$ cat src/rtl/pulse_sync_pkg.sv
// pulse_sync_pkg
// Shared definitions for the pulse synchronizer arbiter.
//   arb_state_t       : FSM encoding (IDLE / ISSUE / HOLD)
//   CNT_W_DEFAULT     : default pending-counter width
//   GAP_DEFAULT       : default idle fast cycles after each issued pulse
package pulse_sync_pkg;

    typedef enum logic [1:0] {
        IDLE  = 2'd0,
        ISSUE = 2'd1,
        HOLD  = 2'd2
    } arb_state_t;

    localparam int CNT_W_DEFAULT = 4;
    localparam int GAP_DEFAULT   = 10;

endpackage

$ cat src/rtl/pulse_rr_pick.sv
// pulse_rr_pick
// Combinational round-robin picker. The search starts at rr_ptr and wraps
// modulo N_REQ; the first set request bit wins.
// Ports:
//   req     in  N_REQ  request vector (one bit per requester)
//   rr_ptr  in  ID_W   index where the search starts
//   winner  out ID_W   index of the selected requester (0 when none)
//   any     out 1      at least one request bit is set
module pulse_rr_pick
    import pulse_sync_pkg::*;
#(
    parameter int N_REQ = 4,
    parameter int ID_W  = $clog2(N_REQ)
) (
    input  logic [N_REQ-1:0] req,
    input  logic [ID_W-1:0]  rr_ptr,
    output logic [ID_W-1:0]  winner,
    output logic             any
);

    // rr_ptr is always below N_REQ, so one conditional subtract is enough.
    function automatic logic [ID_W-1:0] wrap_idx(input logic [ID_W-1:0] base, input int off);
        int sum;
        sum = int'(base) + off;
        if (sum >= N_REQ) begin
            sum = sum - N_REQ;
        end
        return ID_W'(sum);
    endfunction

    logic [ID_W-1:0] idx;

    always_comb begin
        winner = '0;
        any    = 1'b0;
        idx    = '0;
        for (int k = 0; k < N_REQ; k++) begin
            idx = wrap_idx(rr_ptr, k);
            if (!any && req[idx]) begin
                any    = 1'b1;
                winner = idx;
            end
        end
    end

endmodule

$ cat src/rtl/pulse_sync_arb.sv
// pulse_sync_arb
// Fast-domain arbiter sharing one fast-to-slow pulse synchronizer between
// N_REQ pulse sources. Each source's pulses are counted in a saturating
// pending counter; one pulse at a time is forwarded in round-robin order and
// every pulse is followed by GAP idle cycles so slow-side pulses never merge.
// Ports:
//   clk        in  1      fast clock (synchronizer clk_fast)
//   rst        in  1      synchronous, active-high reset
//   req_pulse  in  N_REQ  single-cycle event per requester
//   ovf_clr    in  N_REQ  clears the matching sticky pend_ovf bits
//   pulse_out  out 1      one-cycle pulse to the synchronizer pulse_fast
//   pulse_id   out ID_W   requester served; stable from ISSUE through HOLD
//   busy       out 1      high in ISSUE and HOLD
//   pend_ovf   out N_REQ  sticky: an event was lost to counter saturation
module pulse_sync_arb
    import pulse_sync_pkg::*;
#(
    parameter int N_REQ = 4,
    parameter int CNT_W = CNT_W_DEFAULT,
    parameter int GAP   = GAP_DEFAULT,
    parameter int ID_W  = $clog2(N_REQ)
) (
    input  logic             clk,
    input  logic             rst,
    input  logic [N_REQ-1:0] req_pulse,
    input  logic [N_REQ-1:0] ovf_clr,
    output logic             pulse_out,
    output logic [ID_W-1:0]  pulse_id,
    output logic             busy,
    output logic [N_REQ-1:0] pend_ovf
);

    localparam int              GAP_W   = $clog2(GAP + 1);
    localparam logic [CNT_W-1:0] CNT_MAX = {CNT_W{1'b1}};

    arb_state_t       state;
    logic [GAP_W-1:0] gap_cnt;
    logic [ID_W-1:0]  rr_ptr;
    logic [CNT_W-1:0] cnt [N_REQ];

    logic [N_REQ-1:0] nz;
    logic [N_REQ-1:0] grant;
    logic [N_REQ-1:0] ovf_hit;
    logic [ID_W-1:0]  winner;
    logic             any_req;

    // Saturating pending-counter update; a coincident increment and grant
    // cancel out.
    function automatic logic [CNT_W-1:0] cnt_next(input logic [CNT_W-1:0] c,
                                                  input logic inc,
                                                  input logic dec);
        if (inc && !dec) begin
            return (c == CNT_MAX) ? c : c + 1'b1;
        end
        if (dec && !inc) begin
            return (c == '0) ? c : c - 1'b1;
        end
        return c;
    endfunction

    function automatic logic [ID_W-1:0] ptr_after(input logic [ID_W-1:0] w);
        if (int'(w) == N_REQ - 1) begin
            return '0;
        end
        return w + 1'b1;
    endfunction

    // The grant lands at the end of the ISSUE cycle, so a req_pulse in that
    // same cycle leaves the counter unchanged.
    always_comb begin
        grant   = '0;
        nz      = '0;
        ovf_hit = '0;
        if (state == ISSUE) begin
            grant[pulse_id] = 1'b1;
        end
        for (int i = 0; i < N_REQ; i++) begin
            nz[i]      = (cnt[i] != '0);
            ovf_hit[i] = req_pulse[i] && !grant[i] && (cnt[i] == CNT_MAX);
        end
    end

    // Selection uses registered counter values only; a pulse arriving in the
    // IDLE cycle joins the next round.
    pulse_rr_pick #(
        .N_REQ (N_REQ),
        .ID_W  (ID_W)
    ) u_pick (
        .req    (nz),
        .rr_ptr (rr_ptr),
        .winner (winner),
        .any    (any_req)
    );

    // Pending counters and sticky overflow flags (set beats clear).
    always_ff @(posedge clk) begin
        if (rst) begin
            for (int i = 0; i < N_REQ; i++) begin
                cnt[i] <= '0;
            end
            pend_ovf <= '0;
        end else begin
            for (int i = 0; i < N_REQ; i++) begin
                cnt[i] <= cnt_next(cnt[i], req_pulse[i], grant[i]);
            end
            pend_ovf <= (pend_ovf & ~ovf_clr) | ovf_hit;
        end
    end

    // Issue FSM with registered outputs. HOLD runs GAP cycles (GAP-1 down
    // to 0), so back-to-back pulses are GAP+2 cycles apart.
    always_ff @(posedge clk) begin
        if (rst) begin
            state     <= IDLE;
            pulse_out <= 1'b0;
            pulse_id  <= '0;
            busy      <= 1'b0;
            gap_cnt   <= '0;
            rr_ptr    <= '0;
        end else begin
            case (state)
                IDLE: begin
                    if (any_req) begin
                        state     <= ISSUE;
                        pulse_out <= 1'b1;
                        busy      <= 1'b1;
                        pulse_id  <= winner;
                        rr_ptr    <= ptr_after(winner);
                    end
                end
                ISSUE: begin
                    state     <= HOLD;
                    pulse_out <= 1'b0;
                    gap_cnt   <= GAP_W'(GAP - 1);
                end
                HOLD: begin
                    if (gap_cnt == '0) begin
                        state <= IDLE;
                        busy  <= 1'b0;
                    end else begin
                        gap_cnt <= gap_cnt - 1'b1;
                    end
                end
                default: begin
                    state     <= IDLE;
                    pulse_out <= 1'b0;
                    busy      <= 1'b0;
                end
            endcase
        end
    end

endmodule
$ cat config.mk
export PLATFORM = sky130hd
export DESIGN_NAME = pulse_sync_arb
export DESIGN_NICKNAME = d
export VERILOG_FILES = /design/src/rtl/pulse_sync_pkg.sv /design/src/rtl/pulse_rr_pick.sv /design/src/rtl/pulse_sync_arb.sv
export SDC_FILE = /design/constraint.sdc
export NUM_CORES = 1
export LEC_CHECK = 0
export CORE_UTILIZATION = 55
export CTS_BUF_LIST = sky130_fd_sc_hd__clkbuf_2
export DETAILED_ROUTE_END_ITERATION = 7
export GPL_ROUTABILITY_DRIVEN = 0
export PLACE_DENSITY_LB_ADDON = 0.3
export SYNTH_ARGS = -nofsm -noshare
export SYNTH_HDL_FRONTEND = slang
export SYNTH_HIERARCHICAL = 1
export SYNTH_SLANG_ARGS = --single-unit
export TNS_END_PERCENT = 1
$ cat constraint.sdc
create_clock -name clk -period 2.5 [get_ports clk]
set_input_delay 0.5 -clock clk [delete_from_list [all_inputs] [get_ports clk]]
set_output_delay 0.5 -clock clk [all_outputs]
set_load 0.1 [all_outputs]
# After elaboration in Yosys (flattened, before gate mapping)
# Memories as Yosys holds them, arrays and structs flattened.
# Index checks and enable logic that the tools add are counted.
[totals]
register_bits = 16
mem_bits_rw = 16
wordCells = 190
output_inout_bits = 8
rom_bits = 0
mem_count = 1
inputBits = 10
latch_bits = 0
[mem_list]
columns = ["memory", "words", "word_bits", "rd", "rd_clocked_by_memory_dff", "wr", "line_no", "source"]
rows = [
  ["cnt", 4, 4, 4, 0, 4, "pulse_sync_arb.sv:39", "logic [CNT_W-1:0] cnt [N_REQ];"],
]
[classes]
bitwise = 9
n_mul = 0
eq_ne = 10
n_reduce_logical = 43
magnitude_cmp = 10
shift = 0
n_addsub = 17
n_div = 0
n_mux = 93
[op_table]
columns = ["operator", "count"]
rows = [
  ["$mux W4", 34],
  ["$mux W1", 38],
  ["$mux W2", 12],
  ["$logic_not A4 Y1", 5],
  ["$sub A4 B1 Y4 const B", 5],
  ["$add A4 B1 Y4 const B", 4],
  ["$eq A4 B4 Y1 const B", 4],
  ["$logic_and A1 B1 Y1", 16],
  ["$reduce_bool A4 Y1", 4],
  ["$lt A2 B3 Y1 const B", 5],
  ["$logic_not A1 Y1", 11],
  ["$ge A3 B3 Y1 const B", 3],
  ["$bmux W1 S2", 4],
  ["$pmux W4 S2", 1],
  ["$reduce_and A2 Y1", 4],
  ["$sub A2 B1 Y2 const B", 4],
  ["$add A2 B2 Y3 const B", 2],
  ["$ne A2 B2 Y1 const B", 3],
  ["$pmux W2 S3", 1],
  ["$and A4 B4 Y4", 1],
  ["$eq A2 B1 Y1 const B", 2],
  ["$not A4 Y4", 1],
  ["$or A1 B1 Y1", 4],
  ["$or A4 B4 Y4", 1],
  ["other kinds (12)", 13],
]

# Longest topological paths before layout
# Gate-level depths: netlist (run 1).
[logic_depth]
word_depth = 20
ltp_mapped = 12
ltp_nobuf = 12

# Modules after synthesis
# Netlist (run 1), hierarchy kept.
[modules_own_cells]
columns = ["mod", "seq_area_each_um2", "area_each_um2", "n_inst", "cells_per_inst"]
rows = [
  ["pulse_sync_arb", 640.6, 1736.7, 1, 196],
  ["pulse_rr_pick", 0.0, 77.6, 1, 15],
]

# Worst setup path before layout (run 1)
# No wires, ideal clock.
[synth_timing]
path_type = "reg-to-reg"
startpoint = "register pulse_id[1]"
endpoint = "memory cnt[0][3] (netlist bit)"
setup_ps = 71
arrival_time_ps = 2630
period_less_slack_ps = 2700
path_stages_with_launch = 10
path_slack_ps = -200
n_path_buf = 0
required_time_ps = 2429
path_cell_list = "dfxtp_1 or3_1 ha_1 inv_1 ha_1 a21o_1 a21oi_1 xnor2_1 or3_1 a21oi_1"
[synth_rtl]
columns = ["element", "line_no", "source"]
rows = [
  ["start: declaration", "pulse_sync_arb.sv:28", "output logic [ID_W-1:0] pulse_id,"],
  ["start signal: assignment", "pulse_sync_arb.sv:127", "pulse_id <= winner;"],
  ["end: declaration", "pulse_sync_arb.sv:39", ""],
]

==> results of run 1 <==
==> per-layer routing <==
metal  up-vias  part of all wire, %  global-route usage [%]
met1       698                   49                    26.7
met3         8                  3.4                    6.55
met5         -                    0                       0
li1        801                    -                       -
met2        22                   45                    33.7
met4         0                  2.2                    8.50
==> worst paths after layout <==
check	from	to
setup reg to reg	state[1]	cnt[0][3]
hold / removal	pend_ovf[0]	pend_ovf[0]
hold reg to reg	pend_ovf[0]	pend_ovf[0]
setup / recovery	state[1]	cnt[0][3]
==> worst min-delay path, stage by stage (launching register included) <==
cell,delay (ns)
dfxtp_1,0.34
nand2b_1,0.06
a21oi_1,0.05
==> power by group through the flow <==
stage | Clock, mW | Combinational (mW) | Sequential (mW)
after global routing | 0.264 | 1.23 | 0.823
after CTS | 0.246 | 1.10 | 0.795
final | 0.235 | 1.09 | 0.798
after detailed placement | 0 | 1.09 | 0.807
after global placement | 0 | 1.06 | 0.804
after floorplan | 0 | 0.750 | 0.912
==> timing repair <==
action                                 CTS  global route
resized for setup                        0             4
endpoints found under the hold margin    0             0
setup endpoints to repair                0             4
hold buffers                             0             0
==> metrics by stage <==
stage	hold WS (ns)	utilization [%]	total power, mW	std cells
floorplan	0.463	-	1.66	211
global placement	0.463	66.7	1.87	277
finish	0.482	68.1	2.12	285
global route	0.521	68.1	2.32	285
CTS	0.485	68.0	2.14	285
detailed placement	0.465	66.7	1.90	277
==> registers in the layout (all words and copies together) (netlist names) <==
register and count:
cnt 16, pulse_out 1, gap_cnt 4, pend_ovf 4
rr_ptr 2, pulse_id 2, state 2, busy 1
==> logic make-up (layout without fill, tap and decap cells) <==
kind of cell / Yosys count / in the layout / synth area share (%)
compound gates: 44 / 44 / 15.8
xor+xnor: 10 / 10 / 4.83
fa+ha+maj: 19 / 19 / 14.8
buf+inv: 20 / 50 / 4.14
flops: 32 / 32 / 35.3
mux: 7 / 7 / 3.93
simple gates: 79 / 79 / 21.2
==> placed cells by master, fill, tap and decap left out, types with 3 or more instances in the layout <==
master            n
nand2b_1          3
nor2_1           37
a21oi_1          22
inv_1            14
ha_1             15
nand2_1           5
xnor2_1           8
or4_1             5
dfxtp_2           4
a311oi_1          4
or3_1             4
buf_4            16
nor3_1            8
mux2i_1           6
clkdlybuf4s50_1   9
inv_2             3
a21o_1            4
fa_1              4
nand3_1           7
dfxtp_1          28
o21ai_0           5
nor2b_1           3
clkbuf_2          5
==> cells in the mapped netlist (all sizes together) <==
library cell	number
a221o	1
fa	4
a211oi	2
and3	2
dfxtp	32
or4	5
clkbuf	3
o221ai	1
a21o	4
nor3b	1
mux2	1
inv	17
nand3	7
xor2	2
or3	4
a211o	1
xnor2	8
nor2	37
nand2	5
a21oi	22
a311oi	4
nand2b	3
mux2i	6
o32ai	1
ha	15
nor2b	3
nand4	2
nor3	8
nand3b	2
a31oi	1
o21ba	2
o21ai	5
==> cell type report <==
type | instances | area (um^2) | area share (%)
clock buffers | 5 | 25.0 | 1.18
clock inverters | 3 | 13.8 | 0.652
inverters | 17 | 63.8 | 3.02
multi-input cells | 159 | 1100 | 52.0
flip-flops and latches | 32 | 646 | 30.6
well taps | 44 | 55.1 | 2.61
repair buffers | 25 | 210 | 9.95
==> qor.txt, run 1 <==
Status: complete, no violations
CP max-delay cell: dfxtp_2
Wire length per cell: 11.5 um
Clock power frac: 11.0%
First-pass GRT wire length: 5600 um
# IOs: 18
FILL cells: 278
Antenna violations before repair: 0
Setup violations, final: 0
Kind of critical path: reg2reg
Setup repair after global routing missed its margin: yes
PD cells: 1010 nW/um^2
Die H: 59.4 um
CP Data Required Time: 2.80 ns
Library cells used by synthesis: 33
Worst Setup End Kind: flop
Psw: 0.943 mW
Root buf cell: clkbuf_2
Clk Latency, worst-skew pair: 0.37 ns
TritonCTS clock tree: yes
Top Family by Delay on Critical Path: simple AND/OR/NAND/NOR gates
Static Leak: 0.956 nW
Iter 0 DRT Violations: 56
Final critical-path required period: 2.37 ns
Synth top area cells: dfxtp_1 35%, ha_1 10%, nor2_1 7.7%
Slowest stage delay, CP: 0.38 ns
Post-Synthesis Cells: 211
Logic gate share of total power: 51.4%
Syn Nets: 240
GR Overflow Total: 0
R2r worst-path depth: 11
Die Area: 3530 um^2
Fmax: 421 MHz
Total GRT Usage: 21.2%
Final Hold Violating Endpoints: 0
DP HPWL: 2510 um
Final antenna-violating net count: 0
Initial Utilization: 58.5%
Num CTS Buffers: 5
Syn. warnings: 6
Area of the core: 3100 um^2
P_int: 1.18 mW
H-tree lvl count: 2
Worst-Margin Slew: 0.513 ns
Port bufs: 17
Crit path buf inv count: 2
CP cell instances: inv_2 > nand2_1 > or3_1 > ha_1 > inv_2 > ha_1 > a21o_1 > a21oi_1 > xnor2_1 > or3_1 > a21oi_1
CTS max path bufs: 2
Clock sink count: 32
Worst hold path type: reg2reg
Setup WS pre-CTS: -0.00961 ns
Nets: 269
# Post-CTS Setup Buffers: 0
R2R Setup Slk: 0.13 ns
Drt total wl: 3270 um
Max FO, Critical Path: 4
Sw Ratio: 44.4%
Clock-pin slew on the worst setup and hold paths: 0.16 ns
Worst Hold Depth: 2
Ant diodes: 0
Pin count of the biggest net entering global routing: 19
Row count: 20
Seq/Total Area, Yosys: 35.3%
Area share of the largest cell type after synthesis: 35.3%
DP Area: 2070 um^2
FF+latch count, synth: 32
Die W: 59.4 um
Mean post-synth cell area: 8.60 um^2
Layout area overhead: 16.4%
Area leader, netlist: dfxtp_1
DR vias: 1529
Final instance area: 2110 um^2
Arr. time, crit path: 2.68 ns
Vias in the first global route: 1336
Flop pwr share: 37.6%
Max-slew violation count: 0
Routed vias/inst: 5.36
Setup_tns: 0 ns
Setup crit start kind: flop
Post-Syn Area: 1810 um^2
Clock Skew: 0.0255 ns
Worst path depth: 11
Final WS setup: 0.126 ns
Max cap viols: 0
DRC: 0
Peak VDD IR: 486 uV
Worst rel slew slack: 65.6%
Drt pass-1 iters: 4
Period utilisation layout: 95.0%
Layout cells sized above 1: 14.5%
No activity file was read; power rests on OpenSTA's default activity.
==> run 2: changes to the inputs <==
CORE_MARGIN = 3   (was not set)
==> run 2 against run 1 <==
  * Cell count is 0.35% lower
  * Register-to-register slack better by 0.04 ns
  * Via count is 2.9% higher
  * Total power increased by 0.26%
  * Critical endpoint unchanged
  * Largest power group unchanged
==> qor.txt, run 2 (same netlist as run 1, synthesis figures left out) <==
Status: complete, no violations
Setup WS pre-CTS: -0.00137 ns (+0.00824 ns)
Final antenna-violating net count: 0 (unchanged)
Final instance area: 2110 um^2 (unchanged)
# Post-CTS Setup Buffers: 0 (unchanged)
Die H: 63.4 um (+6.7%)
GR Overflow Total: 0 (unchanged)
Vias in the first global route: 1409 (+5.5%)
FF-to-FF Start: state[1]
Post-layout util: 68.1% (unchanged)
Worst setup endpoint: cnt[0][3]
DP Area: 2070 um^2 (unchanged)
Clock sink count: 32 (unchanged)
Die Area: 4020 um^2 (+14%)
FILL cells: 273 (-1.8%)
Drt pass-1 iters: 4 (unchanged)
Final WS setup: 0.163 ns (+0.0372 ns)
Area of the core: 3100 um^2 (unchanged)
Tot Pwr: 2.13 mW (+0.26%)
Beginning of the worst hold path: pend_ovf[0]
Setup_tns: 0 ns (unchanged)
Period utilisation layout: 93.5% (-1.5 points)
Drt total wl: 3370 um (+2.9%)
Worst-Margin Slew: 0.571 ns (+0.0580 ns)
CP Data Required Time: 2.80 ns (about the same)
Most frequent cells in the layout: 37 x nor2_1, 28 x dfxtp_1, 21 x a21oi_1, 16 x buf_4, 15 x ha_1
Final Hold Violating Endpoints: 0 (unchanged)
TritonCTS clock tree: yes
Max reg flops: 16 (unchanged)
R2R Setup Slk: 0.16 ns (+0.04 ns)
Worst hold path type: reg2reg
Clock-pin slew on the worst setup and hold paths: 0.14 ns (-0.02 ns)
Kind of critical path: reg2reg
Setup crit start kind: flop
Antenna violations before repair: 0 (unchanged)
H-tree lvl count: 2 (unchanged)
DR vias: 1574 (+2.9%)
Inst Count DP: 277 (unchanged)
Setup violations, final: 0 (unchanged)
R2R Path End: cnt[0][3]
Fmax: 428 MHz (+1.6%)
Finished Layout Cells: 284 (-0.35%)
Max FO, Critical Path: 4 (unchanged)
Layout cells sized above 1: 14.6% (+0.061 points)
First-pass GRT wire length: 6060 um (+8.3%)
Arr. time, crit path: 2.63 ns (-0.05 ns)
Clk Latency, worst-skew pair: 0.35 ns (-0.02 ns)
Clock Skew: 0.00589 ns (-0.0196 ns)
Static Leak: 0.951 nW (-0.53%)
Peak VDD IR: 522 uV (+7.3%)
PD cells: 1010 nW/um^2 (+0.26%)
Final critical-path required period: 2.34 ns (-0.0372 ns)
Setup repair after global routing missed its margin: no
R2r worst-path depth: 11 (unchanged)
Routed vias/inst: 5.54 (+3.3%)
Num CTS Buffers: 5 (unchanged)
DRC: 0 (unchanged)
Iter 0 DRT Violations: 51 (-8.9%)
Wire length per cell: 11.9 um (+3.3%)
Largest registers: cnt (16), gap_cnt (4), pend_ovf (4)
# IOs: 18 (unchanged)
Initial Utilization: 58.5% (unchanged)
Row count: 20 (unchanged)
Worst Setup End Kind: flop
Layout area overhead: 16.4% (unchanged)
Worst rel slew slack: 61.7% (-3.9 points)
Critical Path Start: state[1]
Pin count of the biggest net entering global routing: 17 (-2)
DP HPWL: 2550 um (+1.8%)
Hold_ws: 0.488 ns (+0.00530 ns)
Port bufs: 17 (unchanged)
Max cap viols: 0 (unchanged)
CTS max path bufs: 2 (unchanged)
Nets: 269 (unchanged)
Die W: 63.4 um (+6.7%)
Root buf cell: clkbuf_2
Commonest non-fill, non-tap cell in the layout: nor2_1
Ant diodes: 0 (unchanged)
Total GRT Usage: 18.9% (-2.3 points)
Max-slew violation count: 0 (unchanged)
Top reg by flops: cnt
-- run 2: worst min path at each step --
stage,to,cells after the start
2_1_floorplan,cnt[0][3],2
3_3_place_gp,pend_ovf[0],2
3_5_place_dp,pend_ovf[2],2
4_1_cts,pend_ovf[2],2
5_1_grt,pulse_out,1
6_report,pend_ovf[0],2
-- run 2: layer usage --
layer	part of all wire, %	vias to the layer above	routed length, um	GRT usage (%)
met3	6.9	4	234	5.88
met4	1.1	0	38	5.93
met2	46	51	1550	30.6
li1	-	795	-	-
met5	0	-	0	0
met1	46	724	1550	23.9
-- run 2: final cells by class --
class	count	area, um^2	share of cell area, %
clock buffer	5	25.0	1.18
multi-input combinational	159	1100	52.3
clock inverter	2	7.51	0.355
timing repair buffer	25	210	9.95
sequential	32	646	30.6
inverter	17	63.8	3.02
tap	44	55.1	2.61
-- run 2: what timing repair did --
item | in CTS | in global routing
resized for setup | 0 | 6
hold buffers | 0 | 0
endpoints found under the setup margin | 0 | 3
-- run 2: power by group --
part | internal, mW | total [mW] | switching, mW
registers | 0.645 | 0.801 | 0.155
clock network | 0.0576 | 0.219 | 0.161
logic | 0.479 | 1.11 | 0.631
total | 1.18 | 2.13 | 0.947
-- run 2: worst max-delay path, stage by stage, from the launching register on --
cell,delay [ns]
dfxtp_2,0.37
inv_2,0.07
nand2_1,0.07
or3_1,0.34
ha_1,0.22
inv_2,0.08
ha_1,0.23
a21o_1,0.19
a21oi_2,0.14
xnor2_1,0.09
or3_1,0.34
a21oi_1,0.14
==> run 3: changes to the inputs <==
CORE_ASPECT_RATIO = 1.75   (was not set)
==> run 3 against run 2 <==
  * Critical path depth did not move
  * Clock power rose by 10%
  * Core utilization fell by 0.36 points
  * Cell count rose by 0.35%
  * Non-clock buffer count rose by 1
  * Clock-buffer cell count did not move
  * Global-route usage rose by 1.2 points
  * Routed wire length rose by 6.7%
  * Sequential cell count did not move
  * Die area rose by 0.67%
  * Fmax fell by 1.6%
  * Clock skew rose by 0.025 ns
  * Critical endpoint unchanged
  * Largest cell class unchanged
  * Highest routed layer unchanged
==> qor.txt, run 3 (same netlist as run 1, synthesis figures left out) <==
Status: complete, no violations
Top Family by Delay on Critical Path: simple AND/OR/NAND/NOR gates
Kind of critical path: reg2reg
Final Hold Violating Endpoints: 0 (unchanged)
Pin count of the biggest net entering global routing: 29 (+12)
Clk Latency, worst-skew pair: 0.37 ns (+0.02 ns)
CTS max path bufs: 2 (unchanged)
Num CTS Buffers: 5 (unchanged)
Layout area overhead: 17.2%
Drt pass-1 iters: 4 (unchanged)
Worst rel slew slack: 65.0% (+3.2 points)
Final antenna-violating net count: 0 (unchanged)
Arr. time, crit path: 2.67 ns (+0.04 ns)
CP max-delay cell: dfxtp_2
Setup crit start kind: flop
DR vias: 1545 (-1.8%)
Max cap viols: 0 (unchanged)
Die W: 49.4 um (-22%)
Drt total wl: 3590 um (+6.7%)
Worst hold path type: reg2reg
Fmax: 421 MHz (-1.6%)
Setup_tns: 0 ns (unchanged)
Die Area: 4050 um^2 (+0.67%)
Vias in the first global route: 1582 (+12%)
Grt met2 use: 39.2% (+8.6 points)
Row count: 27 (+35%)
Ant diodes: 0 (unchanged)
Met3 Usage GRT: 3.99% (-1.9 points)
Peak VDD IR: 564 uV (+8.2%)
Die H: 82.0 um (+29%)
Setup violations, final: 0 (unchanged)
Crit path buf inv count: 2 (unchanged)
Tot Pwr: 2.17 mW (+1.9%)
Most frequent cells in the layout: 37 x nor2_1, 28 x dfxtp_1, 21 x a21oi_1, 17 x buf_4
GR Overflow Total: 0 (unchanged)
CP cell instances: inv_2 > nand2_1 > or3_1 > ha_2 > inv_2 > ha_1 > a21o_1 > a21oi_2 > xnor2_1 > or3_1 > a21oi_1
Period utilisation layout: 94.9% (+1.5 points)
First-pass GRT wire length: 6420 um (+5.9%)
Wire length per cell: 12.6 um (+6.3%)
Final critical-path required period: 2.37 ns (+0.0369 ns)
Total GRT Usage: 20.1% (+1.2 points)
Finished Layout Cells: 285 (+0.35%)
Max reg flops: 16 (unchanged)
CP Data Required Time: 2.79 ns (about the same)
Layer with the highest usage: met2
Clock Skew: 0.0310 ns (+0.0252 ns)
Clock-pin slew on the worst setup and hold paths: 0.19 ns (+0.05 ns)
Routed vias/inst: 5.42 (-2.2%)
Commonest non-fill, non-tap cell in the layout: nor2_1
DP HPWL: 2710 um (+6.3%)
Initial Utilization: 57.7% (-0.72 points)
Inst Count DP: 276 (-0.36%)
Setup repair after global routing missed its margin: no
Area of the core: 3140 um^2 (+1.2%)
Clock sink count: 32 (unchanged)
Max-slew violation count: 0 (unchanged)
Root buf cell: clkbuf_2
Max FO, Critical Path: 3 (-1)
Top reg by flops: cnt
TritonCTS clock tree: yes
Static Leak: 0.961 nW (+1.1%)
Nets: 270 (+0.37%)
Layout cells sized above 1: 16.1% (+1.5 points)
Antenna violations before repair: 0 (unchanged)
H-tree lvl count: 2 (unchanged)
DRC: 0 (unchanged)
Slowest stage delay, CP: 0.38 ns (about the same)
Post-layout util: 67.7% (-0.36 points)
Hold buffer count at cts: 0 (unchanged)
Port bufs: 17 (unchanged)
PD cells: 1020 nW/um^2 (+1.2%)
Largest registers: cnt (16), gap_cnt (4), pend_ovf (4)
Worst Setup End Kind: flop
Iter 0 DRT Violations: 18 (-65%)
Worst-Margin Slew: 0.523 ns (-0.0480 ns)
# IOs: 18 (unchanged)
GRT met1 Usage: 20.1% (-3.8 points)
FILL cells: 270 (-1.1%)
## run 3: power by group
| part | total [mW] | internal, mW | switching (mW) |
|---|---|---|---|
| clock network | 0.241 | 0.0627 | 0.179 |
| registers | 0.804 | 0.645 | 0.159 |
| logic | 1.12 | 0.485 | 0.639 |
| total | 2.17 | 1.19 | 0.977 |
## run 3: final timing paths
kind / to / startpoint / cells past startpoint / slack [ns]
worst min-delay path: pend_ovf[2] / pend_ovf[2] / 2 / 0.49
worst max-delay path: cnt[0][3] / state[1] / 11 / 0.13
worst min register to register: pend_ovf[2] / pend_ovf[2] / 2 / 0.49
worst max register to register: cnt[0][3] / state[1] / 11 / 0.13
## run 3: tightest hold or removal path: cells and delay by family, from the launching register on
kind	cells	cell delay [ns]
and+or+nand+nor	1	0.06
AOI/OAI and AO/OA	1	0.06
DFF	1	0.34
## run 3: timing repair
action,4_1_cts,5_1_grt
resized for setup,2,5
setup buffers,1,0
endpoints found under the setup margin,1,2
pin swaps,0,0
## run 3: cell type report
class                   instances  area, um^2  area share (%)
clock buffers                   5        25.0            1.18
clock inverters                 3        13.8           0.647
inverters                      17        63.8            3.00
multi-input cells             159        1110            52.1
flip-flops and latches         32         646            30.4
well taps                      43        53.8            2.53
repair buffers                 26         218            10.2
## run 3: through the flow
stage / hold slack [ns] / setup slack, ns / instance area, um^2
final: 0.486 / 0.126 / 2130
after global routing: 0.514 / 0.0142 / 2130
after CTS: 0.487 / 0.0142 / 2120
after detailed placement: 0.466 / 0.00349 / 2070
after global placement: 0.460 / 0.0355 / 2070
after floorplan: 0.463 / 0.0938 / 1820
## run 3: layer usage
metal	vias up	wire (um)
met1	717	1480
met2	16	1940
li1	803	-
met4	0	97
met3	9	72
met5	-	0
